$ cat src/rtl/sweep_controller.sv
// Frequency-sweep sequencer: steps the phase accumulator tuning word from a start to a stop value
// with a programmable dwell, in single, repeat or ping-pong (triangle) mode.
module sweep_controller #(
   parameter int unsigned STEP_W  = 10,
   parameter int unsigned DWELL_W = 16
) (
   input  logic               i_clk,
   input  logic               i_reset,
   input  logic               i_start,
   input  logic               i_abort,
   input  logic [1:0]         i_mode,
   input  logic [STEP_W-1:0]  i_f_start,
   input  logic [STEP_W-1:0]  i_f_stop,
   input  logic [STEP_W-1:0]  i_f_inc,
   input  logic [DWELL_W-1:0] i_dwell,
   output logic [STEP_W-1:0]  o_phase_step,
   output logic               o_busy,
   output logic               o_done,
   output logic               o_wrap,
   output logic               o_err
);

   typedef enum logic [1:0] {StIdle, StRunUp, StRunDown} state_e;

   localparam logic [1:0] ModeRepeat   = 2'b01;
   localparam logic [1:0] ModePingPong = 2'b10;

   state_e             r_state, w_state_d;
   logic [STEP_W-1:0]  r_cur, w_cur_d;
   logic [DWELL_W-1:0] r_cnt, w_cnt_d;
   logic [1:0]         r_mode, w_mode_d;
   logic [STEP_W-1:0]  r_start, w_start_d;
   logic [STEP_W-1:0]  r_stop, w_stop_d;
   logic [STEP_W-1:0]  r_inc, w_inc_d;
   logic [DWELL_W-1:0] r_dwell, w_dwell_d;
   logic               r_busy, r_done, r_wrap, r_err;
   logic               w_done_d, w_wrap_d, w_err_d;

   // Step arithmetic at STEP_W+1 bits so the upward sum never wraps modulo 2^STEP_W.
   logic [STEP_W:0]    w_sum_cur, w_sum_start;
   logic [STEP_W-1:0]  w_up_next, w_dn_next, w_turn_dn, w_turn_up;

   assign w_sum_cur   = {1'b0, r_cur} + {1'b0, r_inc};
   assign w_sum_start = {1'b0, r_start} + {1'b0, r_inc};
   assign w_up_next   = (w_sum_cur > {1'b0, r_stop}) ? r_stop : w_sum_cur[STEP_W-1:0];
   assign w_turn_up   = (w_sum_start > {1'b0, r_stop}) ? r_stop : w_sum_start[STEP_W-1:0];
   // Distances are taken against f_start first, so neither subtraction can underflow.
   assign w_dn_next   = ((r_cur - r_start) < r_inc) ? r_start : (r_cur - r_inc);
   assign w_turn_dn   = ((r_stop - r_start) < r_inc) ? r_start : (r_stop - r_inc);

   always_comb begin
      w_state_d = r_state;
      w_cur_d   = r_cur;
      w_cnt_d   = r_cnt;
      w_mode_d  = r_mode;
      w_start_d = r_start;
      w_stop_d  = r_stop;
      w_inc_d   = r_inc;
      w_dwell_d = r_dwell;
      w_done_d  = 1'b0;
      w_wrap_d  = 1'b0;
      w_err_d   = 1'b0;

      unique case (r_state)
         StIdle: begin
            w_cur_d = '0;
            w_cnt_d = '0;
            if (i_start && !i_abort) begin
               w_mode_d  = i_mode;
               w_start_d = i_f_start;
               w_stop_d  = i_f_stop;
               w_inc_d   = i_f_inc;
               w_dwell_d = i_dwell;
               if ((i_f_start > i_f_stop) || ((i_f_inc == '0) && (i_f_start != i_f_stop))) begin
                  w_err_d = 1'b1;
               end else begin
                  w_state_d = StRunUp;
                  w_cur_d   = i_f_start;
               end
            end
         end

         StRunUp, StRunDown: begin
            if (i_abort) begin
               w_state_d = StIdle;
               w_cur_d   = '0;
               w_cnt_d   = '0;
            end else if (r_cnt != r_dwell) begin
               w_cnt_d = r_cnt + 1'b1;
            end else begin
               w_cnt_d = '0;
               if (r_state == StRunDown) begin
                  if (r_cur == r_start) begin
                     w_state_d = StRunUp;
                     w_cur_d   = w_turn_up;
                     w_wrap_d  = 1'b1;
                  end else begin
                     w_cur_d = w_dn_next;
                  end
               end else if (r_cur == r_stop) begin
                  if (r_mode == ModeRepeat) begin
                     w_cur_d  = r_start;
                     w_wrap_d = 1'b1;
                  end else if (r_mode == ModePingPong) begin
                     w_state_d = StRunDown;
                     w_cur_d   = w_turn_dn;
                     w_wrap_d  = 1'b1;
                  end else begin
                     // Single and reserved mode both finish here.
                     w_state_d = StIdle;
                     w_cur_d   = '0;
                     w_done_d  = 1'b1;
                  end
               end else begin
                  w_cur_d = w_up_next;
               end
            end
         end

         default: begin
            w_state_d = StIdle;
            w_cur_d   = '0;
            w_cnt_d   = '0;
         end
      endcase
   end

   always_ff @(posedge i_clk) begin
      if (i_reset) begin
         r_state <= StIdle;
         r_cur   <= '0;
         r_cnt   <= '0;
         r_mode  <= '0;
         r_start <= '0;
         r_stop  <= '0;
         r_inc   <= '0;
         r_dwell <= '0;
         r_busy  <= 1'b0;
         r_done  <= 1'b0;
         r_wrap  <= 1'b0;
         r_err   <= 1'b0;
      end else begin
         r_state <= w_state_d;
         r_cur   <= w_cur_d;
         r_cnt   <= w_cnt_d;
         r_mode  <= w_mode_d;
         r_start <= w_start_d;
         r_stop  <= w_stop_d;
         r_inc   <= w_inc_d;
         r_dwell <= w_dwell_d;
         r_busy  <= (w_state_d != StIdle);
         r_done  <= w_done_d;
         r_wrap  <= w_wrap_d;
         r_err   <= w_err_d;
      end
   end

   assign o_phase_step = r_cur;
   assign o_busy       = r_busy;
   assign o_done       = r_done;
   assign o_wrap       = r_wrap;
   assign o_err        = r_err;

endmodule

$ cat config.mk
export PLATFORM = sky130hd
export DESIGN_NAME = sweep_controller
export DESIGN_NICKNAME = d
export VERILOG_FILES = /design/src/rtl/sweep_controller.sv
export SDC_FILE = /design/constraint.sdc
export NUM_CORES = 1
export LEC_CHECK = 0
export ABC_AREA = 1
export ABC_CLOCK_PERIOD_IN_PS = 3300
export BUFFER_PORTS_ARGS = -buffer_cell sky130_fd_sc_hd__buf_2
export CORE_MARGIN = 1.5
export CORE_UTILIZATION = 50
export DETAILED_ROUTE_END_ITERATION = 10
export PLACE_DENSITY = 0.7
export SLEW_MARGIN = 30
export SYNTH_ARGS = -nofsm -noshare
export SYNTH_HDL_FRONTEND = slang
export SYNTH_SLANG_ARGS = --single-unit
$ cat constraint.sdc
create_clock -name i_clk -period 3.3 [get_ports i_clk]
set_input_delay 0.165 -clock i_clk [delete_from_list [all_inputs] [get_ports i_clk]]
set_output_delay 0.165 -clock i_clk [all_outputs]
set_load 0.01 [all_outputs]
==> results.py <==
metrics = {
    "clock_tree": {
        "cts_tree": "built",
        "htree_levels": 3,
        "clk_latency_ns": 0.35,
        "clockBufferDepth": 2,
        "cts_sinks": 80,
        "cts_made_buffers": 9,
        "clockRootBuffer": "clkbuf_16",
        "cts.clk_slew.worst_paths_ns": 0.07,
    },
    "yosys": {
        "ys.flop_type": "dfxtp_1",
        "post_synth_inst_count": 1264,
        "synth_common_cells": "361 x nand2_1, 161 x inv_1, 117 x a21oi_1",
        "synth_xor_area_share_pct": 5.92,
        "yosysSeqAreaShare_pct": 19.7,
        "syn_nets": 1432,
        "synthTopCellsByArea": "dfxtp_1 20%, ha_1 17%, nand2_1 17%",
        "yosysMostFrequentCell": "nand2_1",
        "synth_area_leader_cell": "dfxtp_1",
        "syn_avg_cell_area_um2": 6.44,
        "synth-seq-cells": 80,
        "synth_top_area_share_pct": 19.7,
        "synth_cell_type_count": 45,
        "muxShareOfSynthArea_pct": 0,
        "yosys.area_share.adder_pct": 18.4,
        "syn_area_um2": 8140,
        "synth_top_family_by_area": "simple AND/OR/NAND/NOR gates",
        "synthArstFlopShare_pct": 0,
        "yosysWarnings": 0,
        "yosys.area_share.simple_pct": 32.5,
        "synth_enable_flop_cells": 0,
        "synth_compound_area_share_pct": 13.9,
    },
    "die": {
        "dieArea_um2": 17100,
        "die_h_um": 131,
        "ioPinCount": 66,
        "fp-row-count": 46,
        "core_area_um2": 15900,
        "initial_core_util_pct": 51.2,
        "fp.dieW_um": 131,
    },
    "routing": {
        "dr.pass1.iters": 6,
        "routedWlPerCell_um": 17.7,
        "ant_nets": 0,
        "vias": 9111,
        "drt-initial-drc-count": 902,
        "via_per_inst": 5.53,
        "drc": 0,
        "routed_wl_um": 29100,
    },
    "global_route": {
        "overflow": 0,
        "grt.total_usage_pct": 34.6,
        "antenna_found_initial": 0,
        "grt_pass1_wl_um": 44100,
        "grt_pass1_vias": 8292,
        "grt_max_degree": 41,
    },
    "sta": {
        "period_needed_ns": 3.49,
        "max-slew-margin-rel_pct": 33.3,
        "finalSetupViolations": 10,
        "report.final.slew_viol_count": 0,
        "fmax_mhz": 287,
        "fin_crit_sh_pct": 106,
        "worst_clock_skew_ns": 0.0128,
        "finalHoldViolCount": 0,
        "tightest_slew_ns": 0.990,
        "rsz0062_at_grt": "yes",
        "holdWs_ns": 0.0542,
        "worst_slack_ns": -0.189,
    },
    "power": {
        "combPwrFrac_pct": 54.4,
        "p_clk_share_pct": 22.2,
        "p_sw_share_pct": 43.0,
        "pwr_density_cell_nw_per_um2": 444,
        "intPower_mw": 2.57,
        "p_total_mw": 4.51,
        "p_seq_share_pct": 23.4,
        "leakage_nw": 5.20,
        "peakVddDrop_mv": 0.223,
        "p_switching_mw": 1.94,
    },
    "finish": {
        "regArea_um2": 1610,
        "antenna_cells": 0,
        "finalCoreUtilization_pct": 63.9,
        "fin_cells": 1649,
        "nets": 1596,
        "area_delta_synth_final_pct": 24.7,
        "drive_gt1_share_pct": 20.6,
        "multi_input_area_um2": 6060,
        "fillCellCount": 1494,
    },
    "hold_path": {
        "holdPathEnd": "r_dwell[5]",
        "holdCritStartpoint": "i_dwell[5]",
        "holdPathStages": 3,
        "hp-class": "in -> reg",
    },
    "run_status": {
        "failed_checks": "setup timing",
        "status": "complete, but fails checks",
    },
    "setup_path": {
        "path_max_fanout": 6,
        "critPathArrivalTime_ns": 3.78,
        "regToRegSetupSlack_ns": -0.19,
        "slowest_stage": "dfxtp_2",
        "cp-end-kind": "flip-flop",
        "crit_type": "reg -> reg",
        "slowest_delay_ns": 0.35,
        "worstReg2RegStart": "r_start[2]",
        "worst_r2r_endpoint": "o_phase_step[2]",
        "reg2reg_depth": 30,
        "cp_top_family": "simple AND/OR/NAND/NOR gates",
        "path_common_cell": "nand2_1",
        "crit_buf_inv": 4,
        "cp.required_ns": 3.59,
        "setup.worst_path.start_class": "flip-flop",
    },
    "job": {
        "maxCapViolCount": 0,
    },
    "place": {
        "gp_congestion": 1.04,
        "hpwlAfterDp_um": 23200,
        "portBuffers": 65,
        "dp_cells": 1624,
    },
}
==> metrics by stage <==
step | instance area, um2 | TNS [ns] | setup slack [ns]
after floorplan | 8150 | 0 | 0.0181
after global placement | 9450 | -0.378 | -0.0928
after detailed placement | 9450 | -1.34 | -0.199
after CTS | 9920 | -0.0000577 | -0.0000577
after global routing | 10200 | -2.98 | -0.361
final | 10200 | -0.918 | -0.189
==> cell usage in the layout, fill, tap and decap left out, types with 27 or more instances in the layout <==
master	count
nand2_1	347
xnor2_1	27
buf_4	116
a21oi_1	111
xor2_1	28
inv_1	157
o21ai_0	46
buf_2	65
nand3_1	95
dfxtp_1	71
nor2_1	64
nand4_1	28
ha_1	98
==> worst max-delay path by stage <==
stage | from | end | slack, ns | cells past startpoint
final | r_start[2] | o_phase_step[2] | -0.19 | 30
after floorplan | r_stop[0] | o_phase_step[1] | 0.02 | 24
after detailed placement | r_start[2] | o_phase_step[7] | -0.20 | 28
after global placement | r_start[2] | o_phase_step[7] | -0.09 | 28
after CTS | r_stop[0] | o_phase_step[7] | -0.00006 | 25
after global routing | r_start[2] | o_phase_step[0] | -0.36 | 30
==> sequential cells by signal (all words and copies together) (netlist names) <==
| signal | cells |
|---|---|
| r_cnt | 16 |
| r_dwell | 16 |
| o_phase_step | 10 |
| r_inc | 10 |
| r_start | 10 |
| r_stop | 10 |
| r_mode | 2 |
| r_state | 2 |
| o_busy | 1 |
| o_done | 1 |
| o_err | 1 |
| o_wrap | 1 |
==> power by group through the flow <==
stage / clock, mW / sequential, mW / combinational, mW
floorplan: 0 / 1.08 / 1.36
global placement: 0 / 1.07 / 2.02
detailed placement: 0 / 1.07 / 2.06
CTS: 1.01 / 1.05 / 2.21
global route: 1.04 / 1.06 / 2.67
finish: 1.00 / 1.06 / 2.45
==> final cells by class <==
type                       count  share of cell area (%)
clock buffer                  10                    2.35
timing repair buffer         187                    12.7
multi-input combinational    982                    59.7
clock inverter                 6                   0.481
sequential                    80                    15.9
inverter                     168                    6.29
tap                          216                    2.66
==> cells by family (layout without fill, tap and decap cells) <==
family | Yosys count | after routing
AOI/OAI and AO/OA | 205 | 205
xor gates and xnor gates | 55 | 55
adders and majority gates | 116 | 116
buffers and inverters | 202 | 371
DFF | 80 | 80
and+or+nand+nor | 606 | 606
==> repair_timing <==
| action | in CTS | in global routing |
|---|---|---|
| cloned | 1 | 1 |
| gates resized for setup | 32 | 51 |
| pin swaps | 10 | 36 |
| buffers inserted | 6 | 1 |
| hold buffers | 0 | 0 |
| setup endpoints to repair | 10 | 10 |
==> worst reg2reg max path: cells and delay by family (launching register included) <==
kind	cells	cell delay [ns]
buffers and inverters	4	0.43
AO/OA/AOI/OAI	6	0.90
adder cells (fa/ha/maj)	2	0.54
AND/OR/NAND/NOR	18	1.22
flip-flops	1	0.35
==> per-layer routing <==
metal,part of all wire (%),up-vias,GRT usage [%]
met4,3.8,0,13.4
li1,-,4478,-
met5,0,-,0
met3,12,69,8.96
met2,42,457,53.1
met1,42,4107,46.6
Note: power is estimated with default switching activity, not from simulation.
